`src/rtl/cas_fsk_player_if.sv`:
```
// Symbol feed handshake between the CAS loader and the FSK tape player.
interface cas_fsk_player_if;
  logic       in_valid;
  logic       in_sync;
  logic [7:0] in_data;
  logic       in_ready;

  modport master (
    output in_valid,
    output in_sync,
    output in_data,
    input  in_ready
  );

  modport slave (
    input  in_valid,
    input  in_sync,
    input  in_data,
    output in_ready
  );
endinterface

```
`src/rtl/cas_fsk_player.sv`:
```
// Cassette transmitter: CAS bytes and sync tones to the MSX 1200-baud FSK tape level.
// Bit 0 = one 1200 Hz cycle, bit 1 = two 2400 Hz cycles; byte = start(0) + 8 LSB-first + 2 stop(1).
module cas_fsk_player #(
  parameter int unsigned HALF_1     = 746,
  parameter int unsigned HALF_0     = 1492,
  parameter int unsigned SYNC_LONG  = 16000,
  parameter int unsigned SYNC_SHORT = 4000
) (
  input  logic            clk,
  input  logic            reset,
  input  logic            ce,
  input  logic            motor,
  cas_fsk_player_if.slave feed,
  output logic            busy,
  output logic            cas_audio
);

  localparam int unsigned HpW      = $clog2(HALF_0 + 1);
  localparam int unsigned SyncMax  = (SYNC_LONG > SYNC_SHORT) ? SYNC_LONG : SYNC_SHORT;
  localparam int unsigned SyncBits = $clog2(SyncMax + 1);
  localparam int unsigned SyncW    = (SyncBits > 14) ? SyncBits : 14;

  localparam logic [HpW-1:0]   Half1     = HpW'(HALF_1);
  localparam logic [HpW-1:0]   Half0     = HpW'(HALF_0);
  localparam logic [HpW-1:0]   HpLast    = HpW'(1);
  localparam logic [SyncW-1:0] SyncLong  = SyncW'(SYNC_LONG);
  localparam logic [SyncW-1:0] SyncShort = SyncW'(SYNC_SHORT);
  localparam logic [SyncW-1:0] SyncLast  = SyncW'(1);

  typedef enum logic [2:0] {StIdle, StSync, StStart, StData, StStop} state_e;

  state_e           state_q, state_d;
  logic [HpW-1:0]   hp_q, hp_d;        // ticks left in current half-period
  logic             phase_q, phase_d;
  logic [1:0]       half_q, half_d;    // half-periods done in current cell / sync cycle
  logic [2:0]       bit_q, bit_d;      // data bit index, or stop cell index
  logic [7:0]       shift_q, shift_d;
  logic [SyncW-1:0] sync_q, sync_d;    // sync cycles left, including current

  logic tick;
  logic cell_one;
  logic cell_end;

  assign tick = ce & motor;

  // Current cell is a 2400 Hz (bit 1) cell; sync tone counts as one.
  always_comb begin
    cell_one = 1'b0;
    unique case (state_q)
      StSync, StStop: cell_one = 1'b1;
      StData:         cell_one = shift_q[0];
      default:        cell_one = 1'b0;
    endcase
    // Sync ends its unit after one cycle; bit-1 cells need two cycles.
    if (cell_one && state_q != StSync) cell_end = (half_q == 2'd3);
    else                                cell_end = (half_q == 2'd1);
  end

  // State and datapath registers.
  always_ff @(posedge clk or posedge reset) begin
    if (reset) begin
      state_q <= StIdle;
      hp_q    <= '0;
      phase_q <= 1'b0;
      half_q  <= '0;
      bit_q   <= '0;
      shift_q <= '0;
      sync_q  <= '0;
    end else begin
      state_q <= state_d;
      hp_q    <= hp_d;
      phase_q <= phase_d;
      half_q  <= half_d;
      bit_q   <= bit_d;
      shift_q <= shift_d;
      sync_q  <= sync_d;
    end
  end

  // Next-state: accept in IDLE, otherwise advance only on ticks (motor off freezes everything).
  always_comb begin
    state_d = state_q;
    hp_d    = hp_q;
    phase_d = phase_q;
    half_d  = half_q;
    bit_d   = bit_q;
    shift_d = shift_q;
    sync_d  = sync_q;
    unique case (state_q)
      StIdle: begin
        if (feed.in_valid) begin
          phase_d = 1'b1;
          half_d  = '0;
          bit_d   = '0;
          if (feed.in_sync) begin
            state_d = StSync;
            hp_d    = Half1;
            sync_d  = feed.in_data[0] ? SyncLong : SyncShort;
          end else begin
            state_d = StStart;
            hp_d    = Half0;
            shift_d = feed.in_data;
          end
        end
      end
      default: begin
        if (tick) begin
          if (hp_q != HpLast) begin
            hp_d = hp_q - 1'b1;
          end else begin
            phase_d = ~phase_q;
            half_d  = half_q + 2'd1;
            hp_d    = cell_one ? Half1 : Half0;
            if (cell_end) begin
              // Every cell has an even number of halves, so phase is back to 1 here.
              half_d = '0;
              unique case (state_q)
                StSync: begin
                  if (sync_q == SyncLast) state_d = StIdle;
                  else                    sync_d  = sync_q - 1'b1;
                end
                StStart: begin
                  state_d = StData;
                  bit_d   = '0;
                  hp_d    = shift_q[0] ? Half1 : Half0;
                end
                StData: begin
                  shift_d = shift_q >> 1;
                  if (bit_q == 3'd7) begin
                    state_d = StStop;
                    bit_d   = '0;
                    hp_d    = Half1;
                  end else begin
                    bit_d = bit_q + 3'd1;
                    hp_d  = shift_q[1] ? Half1 : Half0;
                  end
                end
                StStop: begin
                  if (bit_q == 3'd1) begin
                    state_d = StIdle;
                  end else begin
                    bit_d = 3'd1;
                    hp_d  = Half1;
                  end
                end
                default: state_d = StIdle;
              endcase
              if (state_d == StIdle) begin
                hp_d    = '0;
                phase_d = 1'b0;
              end
            end
          end
        end
      end
    endcase
  end

  // Outputs: level is gated by motor so a stopped deck is silent.
  always_comb begin
    feed.in_ready = (state_q == StIdle);
    busy          = (state_q != StIdle);
    cas_audio     = phase_q & motor & (state_q != StIdle);
  end

endmodule
```
`src/flat_wrapper.sv`:
```
// flat-port wrapper written by rule: the top's interface ports become plain ports
module cas_fsk_player_flat 
#(
  parameter int unsigned HALF_1     = 746,
  parameter int unsigned HALF_0     = 1492,
  parameter int unsigned SYNC_LONG  = 16000,
  parameter int unsigned SYNC_SHORT = 4000
)
  (clk, reset, ce, motor, busy, cas_audio, feed_in_valid, feed_in_sync, feed_in_data, feed_in_ready);
  cas_fsk_player_if feed_i ();
  input  logic clk;
  input  logic reset;
  input  logic ce;
  input  logic motor;
  output logic busy;
  output logic cas_audio;
  input wire logic [$bits(feed_i.in_valid)-1:0] feed_in_valid;
  input wire logic [$bits(feed_i.in_sync)-1:0] feed_in_sync;
  input wire logic [$bits(feed_i.in_data)-1:0] feed_in_data;
  output wire logic [$bits(feed_i.in_ready)-1:0] feed_in_ready;
  assign feed_i.in_valid = feed_in_valid;
  assign feed_i.in_sync = feed_in_sync;
  assign feed_i.in_data = feed_in_data;
  assign feed_in_ready = feed_i.in_ready;
  cas_fsk_player #(.HALF_1(HALF_1), .HALF_0(HALF_0), .SYNC_LONG(SYNC_LONG), .SYNC_SHORT(SYNC_SHORT)) u_core (.clk(clk), .reset(reset), .ce(ce), .motor(motor), .feed(feed_i), .busy(busy), .cas_audio(cas_audio));
endmodule
```
`config.mk`:
```
export PLATFORM = sky130hd
export DESIGN_NAME = cas_fsk_player_flat
export DESIGN_NICKNAME = d
export VERILOG_FILES = /design/src/rtl/cas_fsk_player_if.sv /design/src/rtl/cas_fsk_player.sv /design/src/flat_wrapper.sv
export SDC_FILE = /design/constraint.sdc
export NUM_CORES = 1
export LEC_CHECK = 0
export BUFFER_PORTS_ARGS = -buffer_cell sky130_fd_sc_hd__buf_2
export CAP_MARGIN = 20
export CORE_MARGIN = 10
export CORE_UTILIZATION = 53
export DETAILED_ROUTE_END_ITERATION = 10
export MAX_ROUTING_LAYER = met4
export PLACE_DENSITY = 0.71
export SLEW_MARGIN = 20
export SYNTH_ARGS = -nofsm -noshare
export SYNTH_HDL_FRONTEND = slang
export SYNTH_SLANG_ARGS = --single-unit
```
`constraint.sdc`:
```
create_clock -name clk -period 3.15 [get_ports clk]
set_input_delay 0.4725 -clock clk [delete_from_list [all_inputs] [get_ports clk]]
set_output_delay 0.4725 -clock clk [all_outputs]
set_load 0.01 [all_outputs]
```
=== Word-level counts from Yosys, hierarchy flattened ===
Cells that the tools add are included.
W data, S select, Z words.

* Add/subtract/negate cells: 4
* Multipliers: 0
* Divide/modulo/power cells: 0
* Magnitude comparators: 0
* Eq/ne operators: 17
* Shift-type cells: 0
* Mux-type cells: 64
* Bitwise gates (word level): 4
* Reduce and logical (&&, ||, !) cells: 16

{| class="wikitable"
|+ Operators with widths
! operator !! number
|-
| $mux W11 || 12
|-
| $mux W14 || 9
|-
| $mux W3 || 19
|-
| $mux W8 || 7
|-
| $pmux W11 S3 || 1
|-
| $eq A14 B1 Y1 const B || 1
|-
| $sub A14 B1 Y14 const B || 1
|-
| $mux W2 || 6
|-
| $pmux W3 S4 || 1
|-
| $reduce_and A6 Y1 || 2
|-
| $ne A11 B1 Y1 const B || 1
|-
| $sub A11 B1 Y11 const B || 1
|-
| $ne A2 B2 Y1 const B || 5
|-
| $pmux W3 S3 || 1
|-
| $reduce_bool A2 Y1 || 4
|-
| $mux W1 || 7
|-
| $reduce_and A7 Y1 || 1
|-
| $eq A3 B1 Y1 const B || 2
|-
| $eq A3 B2 Y1 const B || 2
|-
| $eq A3 B3 Y1 const B || 2
|-
| $logic_not A3 Y1 || 2
|-
| $reduce_and A4 Y1 || 1
|-
| $reduce_bool A4 Y1 || 1
|-
| $add A3 B1 Y3 const B || 1
|-
| 13 further kinds || 15
|}

* Flip-flop bits (word level): 42
* Latch bits: 0
* Bits in writable memories: 0
* Bits in read-only memories: 0
* Bits of input ports: 14
* Memories: 0

=== Logic depth before layout (Yosys ltp) ===
Gate-level depths: netlist of run 1.

* Depth in word-level cells: 15
* Gate-level depth with buffers: 9
* Depth with buffers taken out: 8

=== Worst setup path after synthesis of run 1 ===
No wires, ideal clock.

* Path type: register to register
* From: register u_core.hp_q[1]
* To: register u_core.bit_q[0]
* Library setup time: 0.118 ns
* Arrival time: 2.080 ns
* Required time: 3.032 ns
* Setup slack: 0.952 ns
* Cell stages (with the launch flop): 9
* Buffers on the path: 0
* Period minus slack after synthesis: 2.198 ns
* Path through: dfrtp_1 -> inv_1 -> ha_1 -> nor4b_2 -> and4_2 -> o21ai_4 -> a222oi_1 -> o311a_1 -> nor2_1

* Cells in the longest elaborated chain, start to end: 3

{| class="wikitable"
|+ RTL lines
! what !! RTL line !! RTL
|-
| from (decl) || cas_fsk_player.sv:33 || <nowiki>logic [HpW-1:0] hp_q, hp_d;</nowiki>
|-
| from (signal assigned) || cas_fsk_player.sv:71 || <nowiki>hp_q <= hp_d;</nowiki>
|-
| $ne A11 B1 Y1 || cas_fsk_player.sv:108 || <nowiki>if (hp_q != HpLast) begin</nowiki>
|-
| $ne A2 B2 Y1 (no source line) || n/a ||
|-
| $reduce_and A6 Y1 (no source line) || n/a ||
|-
| to (signal assigned) || cas_fsk_player.sv:74 || <nowiki>bit_q <= bit_d;</nowiki>
|-
| to (decl) || cas_fsk_player.sv:36 || <nowiki>logic [2:0] bit_q, bit_d;</nowiki>
|}

No other way between the ends.
A chain may end at the register's enable or synchronous reset.

=== Worst setup path in the final report of run 1 ===
Ends and elaborated chain as after synthesis.

==> results_dict.tcl, run 1 <==
set metrics [dict create \
    yosysTopAreaCellShare_pct 40.3 \
    power_density_nw_per_um2 476 \
    grt_max_degree 43 \
    dp.cells 380 \
    cts_max_level 2 \
    core_um2 4750 \
    worstPathRequired_ns 3.34 \
    async_flop_share_pct 100 \
    post_cts_resized 0 \
    netlist_instances 305 \
    vias 2316 \
    multi_input_area_um2 1430 \
    placed_area_um2 2730 \
    ys_seq_area_share_pct 40.3 \
    numCtsBuffers 5 \
    synth_simple_gate_area_share_pct 25.0 \
    grt_pass1_wl_mm 10.6 \
    crit_fanout 10 \
    firstDrtPassIters 5 \
    drive_above_1_share_pct 11.5 \
    antenna_cells 0 \
    cts_tree "done" \
    max-slew-margin-rel_pct 50.8 \
    grt_usage_pct 15.8 \
    status "complete, no violations" \
    die_w_um 90.2 \
    syn_area_um2 2610 \
    area_growth_pct 9.83 \
    start_util_pct 54.9 \
    nets 341 \
    tightest_slew_ns 0.739 \
    hold_viol 0 \
    grt_setup_unrepaired "no" \
    post-cts-setup-buffers 0 \
    core.rowCount 25 \
    syn_avg_cell_area_um2 8.56 \
    irDropWorstVdd_mv 0.295 \
    chipHeight_um 90.2 \
    ff_latch_area_um2 1050 \
    clock_latency_ns 0.30 \
    ys.flop_type "dfrtp_1" \
    synth-edff-count 0 \
    final_cell_area_um2 2870 \
    grt_pass1_vias 2268 \
    synthAdderAreaFrac_pct 3.36 \
    max_freq_ghz 0.377 \
    drtIter0Drc 159 \
    dieArea_um2 8130 \
    synth_nets 326 \
    cts.sinks 42 \
    wl_per_cell_um 15.5 \
    gp_congestion 0.875 \
    grt_antenna_before_repair 0 \
    synth_compound_area_share_pct 22.2 \
    skew_ns 0.00756 \
    io_pins 17 \
    cts.reportedPaths.clkPinSlew_ns 0.09 \
    start_kind "register" \
    final_antenna_net_count 0 \
    power_mw 1.36 \
    cp-end-kind "register" \
    io_buffers 16 \
    setup-violations-final 0 \
    drv_slew 0 \
    leakagePower_nw 1.24 \
    viasPerCell 5.97 \
    overflow 0 \
    clock_path_buffers 2 \
    synth_top_family_by_area "simple AND/OR/NAND/NOR gates" \
    fill_cells 442 \
    hold_class "input pin to async pin" \
    final_cells 388 \
    criticalPathCategory "register to register" \
    max_cap_violations 0 \
    synth_cell_types 56 \
    cts-root-buf "clkbuf_8" \
    synth-seq-cells 42 \
    period_needed_ns 2.65 \
    synth_top_area_cell "dfrtp_1" \
    arrival_ns 2.85 \
    synth_xor_xnor_area_share_pct 1.01 \
    holdBufCountCts 0 \
    wl_mm 6.00 \
    synth.area.mux_share_pct 3.16 \
    synth_area_leaders "dfrtp_1 40%, o21ai_0 6.5%, nand2_1 5.8%" \
    dp_hpwl_mm 4.42 \
    ys.warnings.count 0 \
    setup_tns_ns 0 \
    fin_crit_sh_pct 84.2 \
    drc 0 \
]
[registers in the layout, indices dropped and copies added, names as in the netlist]
register / cells
u_core.sync_q: 14
u_core.bit_q: 3
u_core.half_q: 2
u_core.state_q: 3
u_core.hp_q: 11
u_core.shift_q: 8
u_core.phase_q: 1
[area by class of cell]
cell class	instances	area share [%]
tap	67	2.92
clock inverter	3	2.40
sequential	42	36.7
inverter	17	2.23
multi-input combinational	235	49.8
timing repair buffer	19	3.58
clock buffer	5	2.40
[metrics by stage]
stage	hold slack (ns)	setup WS, ns	util [%]
4_1_cts	0.305	0.511	60.3
3_5_place_dp	0.475	0.533	57.4
6_report	0.285	0.497	60.3
2_1_floorplan	0.449	0.952	-
5_1_grt	0.325	0.218	60.3
3_3_place_gp	0.463	0.645	57.4
[critical path: stages (launching register included)]
cell and delay [ns]:
dfrtp_1 0.40, inv_1 0.10, ha_1 0.17, nor4b_2 0.40
and4_2 0.33, o21ai_4 0.12, a222oi_1 0.68, o311a_1 0.30
nor2_1 0.04
[logic make-up (layout without fill, tap and decap cells)]
group | after synthesis | in the layout
buffers and inverters | 28 | 44
and+or+nand+nor | 127 | 127
xor gates and xnor gates | 3 | 3
adders and majority gates | 7 | 7
muxes | 8 | 8
DFF | 42 | 42
AOI/OAI and AO/OA | 90 | 90
[path summary, 6_finish.rpt]
path	from	to	slack, ns	cells after the start
max reg2reg	u_core.hp_q[1]	u_core.bit_q[0]	0.50	8
min	reset	u_core.sync_q[5]	0.29	3
min in group clk	feed_in_data[7]	u_core.shift_q[7]	0.41	3
max in group asynchronous	reset	u_core.sync_q[10]	2.51	3
min reg2reg	u_core.shift_q[2]	u_core.shift_q[2]	0.49	2
max	u_core.hp_q[1]	u_core.bit_q[0]	0.50	8
[Yosys cell counts (6+ instances only)]
| master | n |
|---|---|
| a21oi_1 | 17 |
| a31oi_1 | 7 |
| dfrtp_1 | 42 |
| ha_1 | 7 |
| inv_1 | 16 |
| mux2i_1 | 6 |
| nand2_1 | 40 |
| nand3_1 | 11 |
| nor2_1 | 26 |
| nor3_1 | 11 |
| o21ai_0 | 34 |
[report_power, final]
part           leakage (nW)  total, mW  switching (mW)  internal, mW
clock network        0.0683      0.516           0.198         0.318
registers             0.540      0.639          0.0552         0.584
logic                 0.629      0.210           0.116        0.0945
[metal layers]
layer	up-vias	track usage, %	part of all wire, %
li1	1136	-	-
met1	1087	20.2	48
met2	78	23.4	45
met3	15	3.16	4.8
met4	0	7.82	2.0
met5	-	-	0
[placed cells by master, fill, tap and decap left out, types with 2 or more instances in the layout]
master,instances
o31ai_1,5
buf_2,16
xnor2_1,3
a22o_1,2
o21ai_0,34
inv_1,15
a31oi_1,7
o211ai_1,3
nand3_1,11
clkbuf_8,5
a21oi_1,17
and2_1,3
nor2b_1,3
nor3_1,11
nand2b_1,5
o21ai_1,2
a21o_1,3
or4b_1,2
ha_1,7
mux2i_1,6
a211oi_1,3
mux2_2,2
nand4_1,2
bufinv_16,2
o311a_1,2
nor4_1,2
dfrtp_1,42
nor3b_1,2
nand2_1,40
and3_1,5
buf_4,3
or3_1,5
nor2_1,26
(Power assumes the default switching activity.)
==> inputs of run 2 (changes only) <==
clock period = 2.45 ns   (was 3.15 ns; I/O delays follow)
==> run 2 against run 1 <==
Net effect:
- clock power rose by 7.2%
- wire length up 1.7%
- final area up 3.7%
==> results_dict.tcl, run 2 (same netlist as run 1, synthesis figures left out) <==
set metrics [dict create \
    die_w_um 90.2 \
    skew_ns 0.0112 \
    setup-violations-final 0 \
    firstDrtPassIters 5 \
    dieArea_um2 8130 \
    fin_crit_sh_pct 92.5 \
    holdBufCountCts 0 \
    tightest_slew_ns 0.544 \
    final_antenna_net_count 0 \
    max-slew-margin-rel_pct 63.8 \
    arrival_ns 2.45 \
    final_cell_area_um2 2970 \
    drtIter0Drc 180 \
    numCtsBuffers 5 \
    drive_above_1_share_pct 16.0 \
    clock_path_buffers 2 \
    cts-root-buf "clkbuf_8" \
    regMostFlops "u_core.sync_q" \
    area_growth_pct 13.9 \
    power_density_nw_per_um2 560 \
    hold_viol 0 \
    nets 358 \
    grt_max_degree 43 \
    io_pins 17 \
    core.rowCount 25 \
    layout.cells.most_common "dfrtp_1" \
    hold_ws_ns 0.183 \
    slowest_stage "dfrtp_1" \
    power_mw 1.67 \
    grt_usage_pct 15.7 \
    grt_setup_unrepaired "no" \
    cp-end-kind "register" \
    fill_cells 418 \
    hold_class "input pin to async pin" \
    criticalPathCategory "register to register" \
    wl_per_cell_um 15.1 \
    drc 0 \
    r2r_slack_ns 0.18 \
    period_needed_ns 2.27 \
    io_buffers 16 \
    overflow 0 \
    endpoint "u_core.hp_q[8]" \
    start_kind "register" \
    cp.depth 9 \
    r2r_end "u_core.hp_q[8]" \
    cts_tree "done" \
    gp_congestion 0.982 \
    critPathBufInv 2 \
    final_cell_mix "42 x dfrtp_1, 40 x nand2_1, 34 x o21ai_0" \
    crit_fanout 6 \
    grt_pass1_vias 2221 \
    largest_register_ffs 14 \
    max_cap_violations 0 \
    irDropWorstVdd_mv 0.383 \
    status "complete, no violations" \
    leakagePower_nw 1.30 \
    setup_tns_ns 0 \
    timing.rr.start "u_core.hp_q[1]" \
    viasPerCell 5.94 \
    path_delay_family "simple AND/OR/NAND/NOR gates" \
    dp_hpwl_mm 4.56 \
    core_um2 4750 \
    wl_mm 6.10 \
    placed_area_um2 2860 \
    start_util_pct 54.9 \
    chipHeight_um 90.2 \
    max_freq_ghz 0.441 \
    clock_latency_ns 0.30 \
    reg_top3 "u_core.sync_q x14, u_core.hp_q x11, u_core.shift_q x8" \
    cts.sinks 42 \
    worstSetupStartpoint "u_core.hp_q[1]" \
    cts_max_level 2 \
    worstPathRequired_ns 2.64 \
    rr_worst_depth 9 \
    grt_antenna_before_repair 0 \
    grt_pass1_wl_mm 10.5 \
    vias 2407 \
    worstPathCellList "inv_1 -> ha_1 -> nor4b_2 -> buf_4 -> and3_1 -> nand2_1 -> o21ai_0 -> nand2_1 -> a221o_1" \
    slowest_delay_ns 0.41 \
    antenna_cells 0 \
    cts.reportedPaths.clkPinSlew_ns 0.09 \
    crit_path_frequent_cell "nand2_1" \
    drv_slew 0 \
]
[run 2: repair_timing]
action | CTS | global route
endpoints found under the setup margin | 0 | 1
gates resized for setup | 0 | 1
buffers inserted | 0 | 0
[run 2: through the flow]
| step | worst slack [ns] | cells | util [%] |
|---|---|---|---|
| after detailed placement | 0.151 | 397 | 60.1 |
| after global routing | 0.0329 | 405 | 62.5 |
| after global placement | 0.229 | 397 | 60.1 |
| after floorplan | 0.252 | 305 | - |
| final | 0.185 | 405 | 62.5 |
| after CTS | 0.139 | 405 | 62.4 |
[run 2: cell type report]
class | instances | area [µm²] | area share, %
tap | 67 | 83.8 | 2.82
timing repair buffer | 36 | 230 | 7.75
clock inverter | 2 | 37.5 | 1.26
clock buffer | 6 | 72.6 | 2.44
inverter | 17 | 63.8 | 2.15
sequential | 42 | 1050 | 35.4
multi-input combinational | 235 | 1430 | 48.2
[run 2: worst min path at each step]
| stage | from | endpoint | slack, ns | cells after the start |
|---|---|---|---|---|
| final | reset | u_core.hp_q[3] | 0.18 | 3 |
| after global routing | reset | u_core.hp_q[0] | 0.23 | 3 |
| after CTS | reset | u_core.hp_q[3] | 0.21 | 3 |
| after detailed placement | u_core.shift_q[6] | u_core.shift_q[6] | 0.47 | 2 |
| after global placement | u_core.shift_q[2] | u_core.shift_q[2] | 0.47 | 2 |
| after floorplan | u_core.shift_q[2] | u_core.shift_q[2] | 0.45 | 2 |
[run 2: layer usage]
metal	GRT usage, %	share of wire (%)	vias to the layer above
met5	-	0	-
met4	3.98	1.1	0
met3	2.83	5.9	8
met2	24.8	47	104
met1	20.2	46	1128
li1	-	-	1167
[run 2: tightest hold or removal path: cells and delay by family]
kind	cells	cell delay [ns]
buffers and inverters	3	0.58
[run 2: power breakdown]
group	leakage [nW]	internal [mW]	switching, mW	total, mW
logic	0.704	0.138	0.155	0.293
registers	0.540	0.750	0.0684	0.819
clock network	0.0514	0.304	0.249	0.553
total	1.30	1.19	0.472	1.67
